**src/rtl/mips_muldiv.sv**
```systemverilog
// Iterative 32-bit MIPS multiply/divide unit owning the architectural HI/LO registers.
// Define MULDIV_DIV_EN to build the DIV/DIVU datapath; without it divide requests complete at once, leaving HI/LO untouched.
module mips_muldiv (
    input  logic        clk,
    input  logic        rst,
    input  logic        start,
    input  logic [1:0]  op,
    input  logic [31:0] operand_a,
    input  logic [31:0] operand_b,
    input  logic        hi_we,
    input  logic        lo_we,
    input  logic [31:0] wdata,
    output logic        busy,
    output logic        done,
    output logic        div_by_zero,
    output logic [31:0] hi,
    output logic [31:0] lo
);

    typedef enum logic [1:0] {
        ST_IDLE = 2'd0,
        ST_RUN  = 2'd1,
        ST_FIX  = 2'd2,
        ST_DONE = 2'd3
    } state_e;

    function automatic logic [31:0] abs32(input logic [31:0] v, input logic sgn);
        return (sgn && v[31]) ? (32'd0 - v) : v;
    endfunction

    state_e      state_q, state_d;
    logic [4:0]  cnt_q, cnt_d;
    logic [31:0] acc_hi_q, acc_hi_d;
    logic [31:0] acc_lo_q, acc_lo_d;
    logic [31:0] dvs_q, dvs_d;
    logic        neg_q, neg_d;
    logic [31:0] hi_q, hi_d;
    logic [31:0] lo_q, lo_d;
    logic        busy_q, busy_d;
    logic        done_q, done_d;
    logic        dbz_q, dbz_d;
    logic        is_signed_s;
    logic [32:0] mul_sum_s;
    logic [63:0] prod_s;
`ifdef MULDIV_DIV_EN
    logic        div_q, div_d;
    logic        rem_neg_q, rem_neg_d;
    logic [32:0] div_shift_s;
    logic [32:0] div_diff_s;
    logic        div_ge_s;
`endif

    assign is_signed_s = ~op[0];
    // Accumulator upper half plus the multiplicand when the current multiplier bit is set.
    assign mul_sum_s   = {1'b0, acc_hi_q} + (acc_lo_q[0] ? {1'b0, dvs_q} : 33'd0);
    assign prod_s      = {acc_hi_q, acc_lo_q};
`ifdef MULDIV_DIV_EN
    assign div_shift_s = {acc_hi_q, acc_lo_q[31]};
    assign div_diff_s  = div_shift_s - {1'b0, dvs_q};
    assign div_ge_s    = ~div_diff_s[32];
`endif

    // Next-state, datapath step and output-register decode.
    always_comb begin
        state_d  = state_q;
        cnt_d    = cnt_q;
        acc_hi_d = acc_hi_q;
        acc_lo_d = acc_lo_q;
        dvs_d    = dvs_q;
        neg_d    = neg_q;
        hi_d     = hi_q;
        lo_d     = lo_q;
        busy_d   = 1'b0;
        done_d   = 1'b0;
        dbz_d    = 1'b0;
`ifdef MULDIV_DIV_EN
        div_d     = div_q;
        rem_neg_d = rem_neg_q;
`endif
        case (state_q)
            ST_IDLE, ST_DONE: begin
                state_d = ST_IDLE;
                if (start) begin
                    cnt_d    = 5'd0;
                    acc_hi_d = 32'd0;
                    acc_lo_d = abs32(operand_a, is_signed_s);
                    dvs_d    = abs32(operand_b, is_signed_s);
                    neg_d    = is_signed_s && (operand_a[31] ^ operand_b[31]);
`ifdef MULDIV_DIV_EN
                    div_d     = op[1];
                    rem_neg_d = is_signed_s && operand_a[31];
`endif
                    if (op[1]) begin
`ifdef MULDIV_DIV_EN
                        if (operand_b == 32'd0) begin
                            state_d = ST_DONE;
                            done_d  = 1'b1;
                            dbz_d   = 1'b1;
                            hi_d    = operand_a;
                            lo_d    = 32'hFFFF_FFFF;
                        end else begin
                            state_d = ST_RUN;
                            busy_d  = 1'b1;
                        end
`else
                        state_d = ST_DONE;
                        done_d  = 1'b1;
`endif
                    end else begin
                        state_d = ST_RUN;
                        busy_d  = 1'b1;
                    end
                end else begin
                    if (hi_we) hi_d = wdata; else hi_d = hi_q;
                    if (lo_we) lo_d = wdata; else lo_d = lo_q;
                end
            end
            ST_RUN: begin
                busy_d = 1'b1;
                cnt_d  = cnt_q + 5'd1;
`ifdef MULDIV_DIV_EN
                if (div_q) begin
                    acc_hi_d = div_ge_s ? div_diff_s[31:0] : div_shift_s[31:0];
                    acc_lo_d = {acc_lo_q[30:0], div_ge_s};
                end else begin
                    acc_hi_d = mul_sum_s[32:1];
                    acc_lo_d = {mul_sum_s[0], acc_lo_q[31:1]};
                end
`else
                acc_hi_d = mul_sum_s[32:1];
                acc_lo_d = {mul_sum_s[0], acc_lo_q[31:1]};
`endif
                if (cnt_q == 5'd31) state_d = ST_FIX; else state_d = ST_RUN;
            end
            ST_FIX: begin
                state_d = ST_DONE;
                done_d  = 1'b1;
`ifdef MULDIV_DIV_EN
                if (div_q) begin
                    lo_d = neg_q     ? (32'd0 - acc_lo_q) : acc_lo_q;
                    hi_d = rem_neg_q ? (32'd0 - acc_hi_q) : acc_hi_q;
                end else begin
                    {hi_d, lo_d} = neg_q ? (64'd0 - prod_s) : prod_s;
                end
`else
                {hi_d, lo_d} = neg_q ? (64'd0 - prod_s) : prod_s;
`endif
            end
            default: begin
                state_d = ST_IDLE;
            end
        endcase
    end

    // State and datapath registers; reset aborts any operation in flight.
    always_ff @(posedge clk or negedge rst) begin
        if (!rst) begin
            state_q   <= ST_IDLE;
            cnt_q     <= 5'd0;
            acc_hi_q  <= 32'd0;
            acc_lo_q  <= 32'd0;
            dvs_q     <= 32'd0;
            neg_q     <= 1'b0;
            hi_q      <= 32'd0;
            lo_q      <= 32'd0;
            busy_q    <= 1'b0;
            done_q    <= 1'b0;
            dbz_q     <= 1'b0;
`ifdef MULDIV_DIV_EN
            div_q     <= 1'b0;
            rem_neg_q <= 1'b0;
`endif
        end else begin
            state_q   <= state_d;
            cnt_q     <= cnt_d;
            acc_hi_q  <= acc_hi_d;
            acc_lo_q  <= acc_lo_d;
            dvs_q     <= dvs_d;
            neg_q     <= neg_d;
            hi_q      <= hi_d;
            lo_q      <= lo_d;
            busy_q    <= busy_d;
            done_q    <= done_d;
            dbz_q     <= dbz_d;
`ifdef MULDIV_DIV_EN
            div_q     <= div_d;
            rem_neg_q <= rem_neg_d;
`endif
        end
    end

    assign busy        = busy_q;
    assign done        = done_q;
    assign div_by_zero = dbz_q;
    assign hi          = hi_q;
    assign lo          = lo_q;

endmodule

```
**config.mk**
```make
export PLATFORM = sky130hd
export DESIGN_NAME = mips_muldiv
export DESIGN_NICKNAME = d
export VERILOG_FILES = /design/src/rtl/mips_muldiv.sv
export SDC_FILE = /design/constraint.sdc
export NUM_CORES = 1
export LEC_CHECK = 0
export ABC_AREA = 0
export ABC_CLOCK_PERIOD_IN_PS = 4610
export BUFFER_PORTS_ARGS = -buffer_cell sky130_fd_sc_hd__buf_4
export CAP_MARGIN = 30
export CELL_PAD_IN_SITES_DETAIL_PLACEMENT = 1
export CELL_PAD_IN_SITES_GLOBAL_PLACEMENT = 1
export CORE_AREA = 2 2 167 169
export CTS_CLUSTER_SIZE = 24
export DETAILED_ROUTE_END_ITERATION = 8
export DIE_AREA = 0 0 169 171
export PLACE_DENSITY = 0.84
export SYNTH_ARGS = -nofsm -noshare
export SYNTH_HDL_FRONTEND = slang
export SYNTH_SLANG_ARGS = --single-unit
```
**constraint.sdc**
```tcl
create_clock -name clk -period 4.61 [get_ports clk]
set_clock_uncertainty 0.2 [all_clocks]
set_input_delay 0.2305 -clock clk [delete_from_list [all_inputs] [get_ports clk]]
set_output_delay 0.2305 -clock clk [all_outputs]
set_load 0.005 [all_outputs]
```
# After elaboration in Yosys (flattened, before gate mapping)
# Cells that the tools add are included.
# totals
regBits,170
input_bits,103
output_inout_bits,67
word_cells,62
# op_classes
addsub,5
eq_ne,8
muxes,26
bitwise_logic,2
reduce_logical,11
# ops
cell,n
2-to-1 mux 32 bit,9
case mux 32 bit (2 select lines),4
2-to-1 mux 64 bit,1
"subtractor 1 x 32 -> 32 bit, first input constant",2
"subtractor 1 x 64 -> 64 bit, first input constant",1
adder 32 x 32 -> 33 bit,1
case mux 5 bit (2 select lines),1
"!= test 2 bit, second input constant",4
2-to-1 mux 2 bit,3
case mux 2 bit (3 select lines),1
AND reduction 3 bit,2
"adder 5 x 1 -> 5 bit, second input constant",1
"equality test 5 bit, second input constant",1
2-to-1 mux 5 bit,1
"equality test 2 bit, second input constant",2
2-to-1 mux 1 bit,4
case mux 1 bit (2 select lines),2
AND reduction 2 bit,2
nonzero test 2 bit,2
logical AND 1 bit,3
"equality test 2 x 1 -> 1 bit, second input constant",1
logical NOT 2 bit,1
OR reduction 2 bit,1
inverter 1 bit,1
XOR 1 bit,1

# Depth between registers and ports, before layout
# Gate-level depths: netlist (run 1).
# depth
depth_word,5
depth_mapped,13
mapped_depth_nobuf,11

# Least setup slack after synthesis (run 1)
# Ideal clock, no wire load.
# synth_timing
kind,flip-flop to flip-flop
start,register acc_lo_q[0]
end,register acc_hi_q[27]
setup_time_ns,0.122
t_arrival_ns,2.932
required_ns,4.288
path_slack_ns,1.357
path_stages_with_launch,14
n_path_buf,2
period_less_slack_ns,3.253
cell_sequence,dfrtp_1 > buf_2 > clkbuf_1 > and2_1 > ha_1 > inv_1 > fa_1 > nor2b_1 > o2111a_1 > o21ai_0 > a2111oi_0 > o211ai_1 > a21o_1 > a32o_1
# synth_via
elab_chain_cells,3
# synth_lines
element,line,rtl
start: declaration,34,"logic [31:0] acc_lo_q, acc_lo_d;"
start signal: assignment,177,acc_lo_q <= acc_lo_d;
2-to-1 mux 32 bit,55,"assign mul_sum_s = {1'b0, acc_hi_q} + (acc_lo_q[0] ? {1'b0, dvs_q} : 33'd0);"
adder 32 x 32 -> 33 bit,55,
case mux 32 bit (2 select lines),80,case (state_q)
end signal: assignment,176,acc_hi_q <= acc_hi_d;
end: declaration,33,"logic [31:0] acc_hi_q, acc_hi_d;"
# No other way between the ends.
# A chain may end at the register's enable or synchronous reset.

# Worst setup path in the final report (run 1)
# Ends and elaborated chain as after synthesis.

==> results of run 1 <==
==> worst max-delay path: cells and delay by family (launching register included) <==
family / cells / cell delay, ps
AND/OR/NAND/NOR: 2 / 480
flip-flops: 1 / 610
buffers and inverters: 1 / 80
adder cells (fa/ha/maj): 2 / 610
AO/OA/AOI/OAI: 6 / 1920
==> state kept, by name, summed over array words and instances, names as in the netlist <==
register and count:
acc_hi_q 32, acc_lo_q 32, dvs_q 32, hi 32, lo 32, cnt_q 5, state_q 2, busy 1
done 1, neg_q 1
==> power by group through the flow <==
stage | clock network [mW] | registers, mW | logic, mW
floorplan | 0 | 2.67 | 3.51
global placement | 0 | 3.06 | 4.84
detailed placement | 0 | 3.11 | 5.04
CTS | 1.45 | 3.09 | 5.20
global route | 1.51 | 3.21 | 5.80
finish | 1.44 | 3.12 | 5.25
==> per-stage QoR <==
stage	instance area (sq um)	worst slack [ps]	std cells
after detailed placement	13300	783.7	1851
after global placement	13290	850.7	1850
after global routing	14580	429.6	1954
after floorplan	11800	1357	1415
final	14580	591.6	1954
after CTS	14570	624.5	1953
==> layout make-up <==
class	count	area [sq um]
timing repair buffer	255	2106
sequential	170	4254
tap	346	432.9
inverter	27	101.3
multi-input combinational	1124	7111
clock buffer	21	460.4
fill	3268	12750
clock inverter	11	112.6
==> final timing paths <==
path | from | end | depth (start not counted)
min reg2reg | dvs_q[9] | dvs_q[9] | 2
min in group asynchronous | rst | dvs_q[10] | 2
max | acc_lo_q[0] | acc_hi_q[27] | 11
max reg2reg | acc_lo_q[0] | acc_hi_q[27] | 11
min | operand_a[25] | acc_lo_q[25] | 3
max in group asynchronous | rst | lo[30] | 3
==> logic make-up (layout without fill, tap and decap cells) <==
| logic type | Yosys count | in the layout | synth area share, % |
|---|---|---|---|
| xor gates and xnor gates | 144 | 144 | 10.69 |
| AOI/OAI and AO/OA | 476 | 476 | 25.06 |
| other | 1 | 1 | 0.03178 |
| adders and majority gates | 40 | 40 | 4.305 |
| DFF | 170 | 170 | 36.05 |
| muxes | 11 | 11 | 0.9649 |
| and+or+nand+nor | 452 | 452 | 18.95 |
| buffers and inverters | 121 | 314 | 3.955 |
==> per-layer routing <==
layer | GRT usage [%] | vias to the layer above | wire length [microns]
met5 | 0 | - | 0
met1 | 40.78 | 5924 | 19140
met2 | 50.27 | 472 | 20550
met3 | 4.349 | 67 | 2837
li1 | - | 5489 | -
met4 | 10.26 | 0 | 1266
==> cells in the mapped netlist, types with 27 or more instances <==
cell and instances:
ha_1 39, nor2_1 97, nand2_1 148, inv_1 27, nor3_1 29, a22oi_1 27, dfrtp_1 170, o31ai_1 33
o21ai_0 176, xor2_1 88, xnor2_1 56, and2_1 36, clkbuf_1 86, a21oi_1 94
==> layout by cell type (no fill, tap or decap), types with 33 or more instances in the layout <==
cell	instances
a21oi_1	91
and2_1	36
buf_4	183
dfrtp_1	170
dlygate4sd3_1	70
ha_1	38
nand2_1	147
nor2_1	97
o21ai_0	176
o31ai_1	33
xnor2_1	56
xor2_1	88
==> flow_summary.json, run 1 <==
{
  "status": "finished with violations",
  "violations": "negative hold slack",
  "cts_sinks": 170,
  "insertion_delay_ps": 440,
  "syn_area_per_cell_sq_um": 8.339,
  "grt_max_degree": 88,
  "dieArea_sq_um": 28900,
  "synth_area_leaders": "dfrtp_1 (36%), o21ai_0 (7.5%), xor2_1 (6.5%)",
  "ios": 170,
  "report.final.slew_viol_count": 0,
  "dp_hpwl_microns": 31370,
  "worst_setup_path_end_kind": "flip-flop",
  "finalSetupViolCount": 0,
  "min_path_type": "in -> reg",
  "worst_slew_pin_slew_ps": 1053,
  "drt_wl_total_microns": 43790,
  "num_rows": 61,
  "synthesis.area_sq_um": 11800,
  "ant_nets": 0,
  "clkPwrFrac_pct": 14.7,
  "async_flop_share_pct": 100.0,
  "syn_to_final_growth_pct": 23.54,
  "power.density_nw_per_um2": 673.3,
  "leakage_nw": 6.237,
  "fin_crit_sh_pct": 87.17,
  "startpoint_type": "flip-flop",
  "gr-total-overflow": 0,
  "grt_pass1_vias": 12324,
  "cts_tree": "built",
  "initial_core_util_pct": 43.19,
  "synth_cell_types": 68,
  "drt-wirelength-per-cell_microns": 22.41,
  "sw_frac_of_total_pct": 47.96,
  "gp_congestion": 0.8973,
  "drive_above_1_share_pct": 14.74,
  "fp.dieW_microns": 169,
  "path_class": "reg -> reg",
  "rsz0062_at_grt": "no",
  "grt_pass1_wl_microns": 68940,
  "worst_ep_required_time_ps": 4730,
  "cts_resized": 0,
  "ys.flop_type": "dfrtp_1",
  "holdWs_ps": -2.495,
  "layout.nets": 1738,
  "synth-warning-count": 0,
  "final.setup.tns_ps": 0,
  "track_usage_pct": 30.30,
  "cp_slowest_cell": "a2111oi_0",
  "ys_ff_latch": 170,
  "slew_headroom_pct": 29.78,
  "detail_route.iter0.violations": 985,
  "cp_data_arrival_time_ps": 4140,
  "port_buffers": 168,
  "reg2reg_slack_ps": 590,
  "cts_inserted_buffers": 17,
  "antenna_cells": 0,
  "synthCells": 1415,
  "clkTransAtPathRegs_ps": 60,
  "core_sq_um": 27320,
  "cts_root_buf": "clkbuf_16",
  "synth_edf_count": 0,
  "fin_util_pct": 53.35,
  "cp_cell_sequence": "and2_1 > ha_1 > inv_1 > fa_1 > nor2b_1 > o2111a_1 > o21ai_0 > a2111oi_0 > o211ai_1 > a21o_1 > a32o_1",
  "first_pass_iters": 5,
  "cap_violations": 0,
  "cts_htree_levels": 4,
  "min_period_ps": 4018,
  "cts_hold_buf": 70,
  "p_int_mw": 5.108,
  "critical_path.max_fanout": 14,
  "antenna_found_initial": 0,
  "p_comb_share_pct": 53.5,
  "ir_drop_v": 0.0002687,
  "hold_viol": 1,
  "seqPwrFrac_pct": 31.8,
  "vias_per_cell": 6.117,
  "route.detailed.drc": 0,
  "synth_seq_area_share_pct": 36.05,
  "fmax_mhz": 248.9,
  "vias": 11952,
  "fp.dieH_microns": 171,
  "critPathMaxStageDelay_ps": 750,
  "syn_nets": 1558,
  "cts_setup_buffers": 0,
  "power.total_mw": 9.815,
  "clockBufferDepth": 2,
  "switchingPower_mw": 4.707,
  "yosysTopAreaCellShare_pct": 36.05,
  "synth.largest_area_cell": "dfrtp_1"
}
Power figures use the tool's default switching activity.
==> run 2, diff against run 1 <==
- CORE_AREA: 2 2 167 169 -> 2 2 202 204
- DIE_AREA: 0 0 169 171 -> 0 0 204 206
- PLACE_DENSITY: 0.84 -> 0.62
==> run 2 against run 1 <==
Compared with the run above: global-route usage fell by 9.3 points; the run now ends clean; worst hold slack improved by 9.9 ps; largest cell class unchanged; design area rose by 2.7%; die area rose by 45%; setup slack improved by 130 ps; core utilization fell by 16 points; clock power rose by 10%; register-to-register slack improved by 130 ps; critical path type unchanged; wire length fell by 0.22%; highest routed layer unchanged.
==> flow_summary.json, run 2 (synthesis results as in run 1) <==
{
  "insertion_delay_ps": 450,
  "worst_setup_path_end_kind": "flip-flop",
  "final.setup.tns_ps": 0,
  "cap_violations": 0,
  "slew_headroom_pct": 32.28,
  "grt_max_degree": 85,
  "layout_commonest_cell": "buf_4",
  "cts_hold_buf": 79,
  "critical_path.max_fanout": 21,
  "min_period_ps": 3889,
  "report.final.slew_viol_count": 0,
  "status": "finished, final reports clean",
  "clockBufferDepth": 2,
  "hold_start": "operand_b[26]",
  "gr-total-overflow": 0,
  "startpoint_type": "flip-flop",
  "initial_core_util_pct": 29.37,
  "p_comb_share_pct": 52.9,
  "path_class": "reg -> reg",
  "min_path_type": "in -> reg",
  "dp.cells": 2039,
  "fp.dieW_microns": 204,
  "rsz0062_at_grt": "no",
  "leakage_nw": 6.307,
  "final_area_sq_um": 14970,
  "cts_root_buf": "clkbuf_16",
  "cts_resized": 0,
  "fmax_mhz": 257.1,
  "antenna_found_initial": 0,
  "clkPwrFrac_pct": 16.0,
  "vias_per_cell": 5.280,
  "ir_drop_v": 0.0002125,
  "fin_ws_ps": 721.0,
  "switchingPower_mw": 4.670,
  "grt_pass1_wl_microns": 68230,
  "cp_slowest_cell": "a2111oi_0",
  "hold_viol": 0,
  "cts_htree_levels": 4,
  "syn_to_final_growth_pct": 26.84,
  "clkTransAtPathRegs_ps": 80,
  "route.detailed.drc": 0,
  "power.density_nw_per_um2": 660.6,
  "seqPwrFrac_pct": 31.1,
  "ios": 170,
  "core_sq_um": 40180,
  "cts_inserted_buffers": 17,
  "cp_cell_sequence": "buf_4 > and2_1 > ha_1 > and4_1 > o2111a_1 > o21ai_0 > a2111oi_0 > o211ai_1 > a21o_1 > a32o_1",
  "final_cell_mix": "buf_4 (184), o21ai_0 (176), dfrtp_1 (170)",
  "cts_sinks": 170,
  "track_usage_pct": 20.96,
  "drive_above_1_share_pct": 14.83,
  "cts_tree": "built",
  "timing.rr.start": "acc_lo_q[0]",
  "critPathMaxStageDelay_ps": 740,
  "p_int_mw": 5.217,
  "startpoint": "acc_lo_q[0]",
  "finalSetupViolCount": 0,
  "grt_pass1_vias": 11632,
  "num_rows": 74,
  "critPathTopFamily": "compound AO/OA/AOI/OAI gates",
  "detail_route.iter0.violations": 657,
  "drt-wirelength-per-cell_microns": 20.32,
  "fin_cells": 2150,
  "dp_hpwl_microns": 34100,
  "vias": 11352,
  "fp.dieH_microns": 206,
  "antenna_cells": 0,
  "worst_slew_pin_slew_ps": 1014,
  "place_ws_ps": 763.2,
  "ant_nets": 0,
  "worst-path-buf-inv": 1,
  "cp_data_arrival_time_ps": 4020,
  "layout.nets": 1748,
  "sw_frac_of_total_pct": 47.24,
  "fillers": 4752,
  "dieArea_sq_um": 42020,
  "cts_setup_buffers": 0,
  "gp_congestion": 0.8501,
  "fin_crit_sh_pct": 84.36,
  "drt_wl_total_microns": 43690,
  "place_area_sq_um": 13540,
  "first_pass_iters": 5,
  "worst_ep_required_time_ps": 4740,
  "port_buffers": 168
}
## run 2: worst paths after layout
check                               end  slack, ps  cells past startpoint
setup / recovery           acc_hi_q[27]        720                     10
hold / removal                dvs_q[26]          7                      4
setup reg to reg           acc_hi_q[27]        720                     10
hold reg to reg               dvs_q[20]        280                      2
max in group asynchronous        lo[22]       2880                      3
min in group asynchronous     dvs_q[13]        170                      2
## run 2: power by group through the flow
stage	clock (mW)	sequential (mW)	combinational, mW
after floorplan	0	2.67	3.51
after global placement	0	3.07	5.05
after detailed placement	0	3.09	5.17
after CTS	1.61	3.06	5.26
after global routing	1.67	3.18	5.87
final	1.59	3.07	5.23
## run 2: worst register-to-register path, delay by kind of cell (launching register included)
kind	cells	cell delay (ps)
AO/OA/AOI/OAI	6	1820
adder cells (fa/ha/maj)	1	450
buffers and inverters	1	280
flip-flops	1	560
AND/OR/NAND/NOR	2	470
## run 2: layer usage
layer	track usage (%)	vias up	part of all wire, %
met5	0	-	0
met4	6.392	0	2.3
met3	3.154	46	4.7
met2	32.37	276	44
met1	30.09	5517	49
li1	-	5513	-
## run 2: through the flow
step	power (mW)	util (%)	hold WS, ps
floorplan	6.181	-	-265.1
global placement	8.120	33.64	142.6
detailed placement	8.257	33.71	140.2
CTS	9.933	37.25	0.1911
global route	10.71	37.25	21.82
finish	9.887	37.25	7.407
## run 2: area by class of cell
type / instances / area (sq um) / share of cell area, %
inverters: 27 / 101.3 / 0.6771
clock inverters: 15 / 206.4 / 1.379
repair buffers: 265 / 2203 / 14.72
well taps: 532 / 665.6 / 4.447
flip-flops and latches: 170 / 4254 / 28.42
multi-input cells: 1124 / 7111 / 47.51
clock buffers: 17 / 425.4 / 2.842
==> run 3, diff against run 2 <==
- ABC_AREA: 0 -> 1
- ABC_CLOCK_PERIOD_IN_PS: 4610 -> 3300
- CORE_AREA: 2 2 202 204 -> 2 2 214 216
- DIE_AREA: 0 0 204 206 -> 0 0 216 218
- PLACE_DENSITY: 0.62 -> 0.67
- clock period: 4.61 -> 3.3 ns (I/O delays scaled with it)
==> run 3 against run 2 <==
Compared with the run above: first-iteration DRC count is 49% higher; non-clock buffer count is 33 higher; register-to-register slack worse by 280 ps; clock power is 43% higher; wire length is 30% higher; highest routed layer is now met5; total power is 53% higher; sequential power is 34% higher; global-route usage is 3.3 points higher; largest power group unchanged; design area is 13% higher.
==> flow_summary.json, run 3 <==
{
  "status": "finished, final reports clean",
  "ios": 170,
  "first_pass_iters": 5,
  "cap_violations": 0,
  "worst_slew_pin_slew_ps": 856.2,
  "leakage_nw": 8.312,
  "critPathMaxStageDelay_ps": 580,
  "synthCells": 2119,
  "insertion_delay_ps": 460,
  "async_flop_share_pct": 100.0,
  "num_rows": 78,
  "grt_pass1_wl_microns": 88740,
  "drt-wirelength-per-cell_microns": 19.01,
  "layout_commonest_cell": "nand2_1",
  "ys_ff_latch": 170,
  "synthesis.area_sq_um": 13270,
  "ant_nets": 0,
  "ir_drop_v": 0.0005012,
  "synth_most_common_cell": "nand2_1",
  "synth_area_leaders": "dfrtp_1 (32%), nand2_1 (17%), nor2_1 (9.4%)",
  "min_period_ps": 3014,
  "yosysTopAreaCellShare_pct": 32.06,
  "drive_above_1_share_pct": 11.20,
  "gr-total-overflow": 0,
  "final.setup.tns_ps": 0,
  "track_usage_pct": 24.30,
  "final_cell_mix": "nand2_1 (586), nor2_1 (331), inv_1 (244)",
  "drt_wl_total_microns": 56740,
  "report.final.slew_viol_count": 0,
  "syn_area_per_cell_sq_um": 6.261,
  "worst_setup_path_end_kind": "flip-flop",
  "synth_edf_count": 0,
  "grt_max_degree": 66,
  "path_class": "in -> reg",
  "vias_per_cell": 5.062,
  "min_path_type": "in -> reg",
  "critical_path.max_fanout": 4,
  "cp_cell_sequence": "dlygate4sd3_1 > buf_4 > inv_1 > ha_1 > nand3_2 > nor2_4 > nand3_1 > nor3_2 > nor2_1 > nand2_1 > dlygate4sd3_1 > nand3_1 > dlygate4sd3_1 > nand2_1",
  "gp_congestion": 0.8938,
  "clockBufferDepth": 2,
  "cp_data_arrival_time_ps": 3210,
  "synth_cell_types": 46,
  "crit_top_cell": "dlygate4sd3_1",
  "rsz0062_at_grt": "no",
  "initial_core_util_pct": 29.55,
  "cts_tree": "built",
  "clkTransAtPathRegs_ps": 70,
  "antenna_found_initial": 4,
  "dp_hpwl_microns": 45020,
  "cts_root_buf": "clkbuf_16",
  "hold_viol": 0,
  "synth_top_cells_by_count": "nand2_1 (586), nor2_1 (333), inv_1 (245), nand3_1 (193), a21oi_1 (171)",
  "synth-warning-count": 0,
  "reg2reg_depth": 11,
  "cts_inserted_buffers": 17,
  "cts_sinks": 170,
  "layout.nets": 2513,
  "syn_nets": 2262,
  "fin_crit_sh_pct": 91.33,
  "dieArea_sq_um": 47090,
  "port_buffers": 168,
  "fmax_mhz": 331.8,
  "route.detailed.drc": 0,
  "grt_pass1_vias": 15685,
  "vias": 15109,
  "detail_route.iter0.violations": 980,
  "slew_headroom_pct": 42.92,
  "fp.dieW_microns": 216,
  "worst_ep_required_time_ps": 3500,
  "fp.dieH_microns": 218,
  "startpoint_type": "input pin",
  "finalSetupViolCount": 0,
  "ys.flop_type": "dfrtp_1",
  "holdPathStages": 5,
  "power.density_nw_per_um2": 894.3,
  "power.total_mw": 15.15,
  "synth_seq_area_share_pct": 32.06,
  "cts_htree_levels": 4,
  "cp_slowest_cell": "dlygate4sd3_1",
  "synth.largest_area_cell": "dfrtp_1",
  "cts_setup_buffers": 0,
  "core_sq_um": 44890,
  "syn_to_final_growth_pct": 27.65
}
## run 3: changes by cell type after synthesis, moves of 30 or more
cell	change
nand2_1	+438
nor2_1	+236
inv_1	+218
nand3_1	+175
a21oi_1	+77
xor2_1	-67
o21ai_0	-63
clkbuf_1	-52
xnor2_1	-49
and2_1	-33
o31ai_1	-30
## run 3: final cells by class
cell class,instances,area [sq um]
repair buffers,298,2526
diodes,2,5.005
flip-flops and latches,170,4255
well taps,600,750.7
fillers,5834,27960
multi-input cells,1629,7799
inverters,254,953.4
clock inverters,13,203.9
clock buffers,19,442.9
## run 3: routing by layer
| metal | GRT usage (%) | part of all wire [%] | vias up |
|---|---|---|---|
| li1 | - | - | 7368 |
| met1 | 32.76 | 47 | 7314 |
| met2 | 40.54 | 46 | 358 |
| met3 | 3.570 | 5.0 | 67 |
| met4 | 6.689 | 2.0 | 2 |
| met5 | 0 | 0.023 | - |
## run 3: power by group
part | internal [mW] | switching (mW) | total, mW | leakage, nW
logic | 3.05 | 5.71 | 8.77 | 5.92
registers | 3.05 | 1.07 | 4.11 | 2.08
clock network | 1.31 | 0.958 | 2.27 | 0.317
## run 3: repair_timing
action	in CTS	in global routing
resized for setup	0	4
endpoints found under the hold margin	182	0
endpoints found under the setup margin	0	1
hold buffers	104	0
## run 3: worst paths after layout
check	startpoint	end	slack (ps)
worst max-delay path	operand_a[1]	acc_lo_q[14]	290
worst min-delay path	wdata[30]	hi[30]	20
worst max register to register	acc_lo_q[0]	acc_hi_q[8]	440
worst min register to register	dvs_q[23]	dvs_q[23]	280
max in group asynchronous	rst	hi[21]	2090
min in group asynchronous	rst	acc_lo_q[1]	50
## run 3: cell families (layout without fill, tap and decap cells)
family          after synthesis  after routing  synth area share (%)
compound gates              364            364                 15.35
xor+xnor                     28             28                 1.848
fa+ha+maj                    40             40                 3.829
buf+inv                     320            584                 9.374
flops                       170            170                 32.06
other cells                   1              3               0.02826
simple gates               1196           1196                 37.50
## run 3: stage by stage
step | worst slack [ps] | cells | utilization (%) | area, sq um | hold slack [ps]
finish | 286.1 | 2985 | 37.73 | 16940 | 15.74
global route | 58.30 | 2983 | 37.71 | 16930 | 42.74
CTS | 91.03 | 2983 | 37.68 | 16910 | 8.294
detailed placement | 533.1 | 2847 | 33.92 | 15230 | -10.50
global placement | 611.0 | 2847 | 33.92 | 15230 | -10.38
floorplan | 694.6 | 2119 | - | 13270 | -330.6
## run 3: worst max-delay path, delay by kind of cell
kind	cells	cell delay (ps)
fa+ha+maj	1	200
simple gates	8	970
buf+inv	5	1890
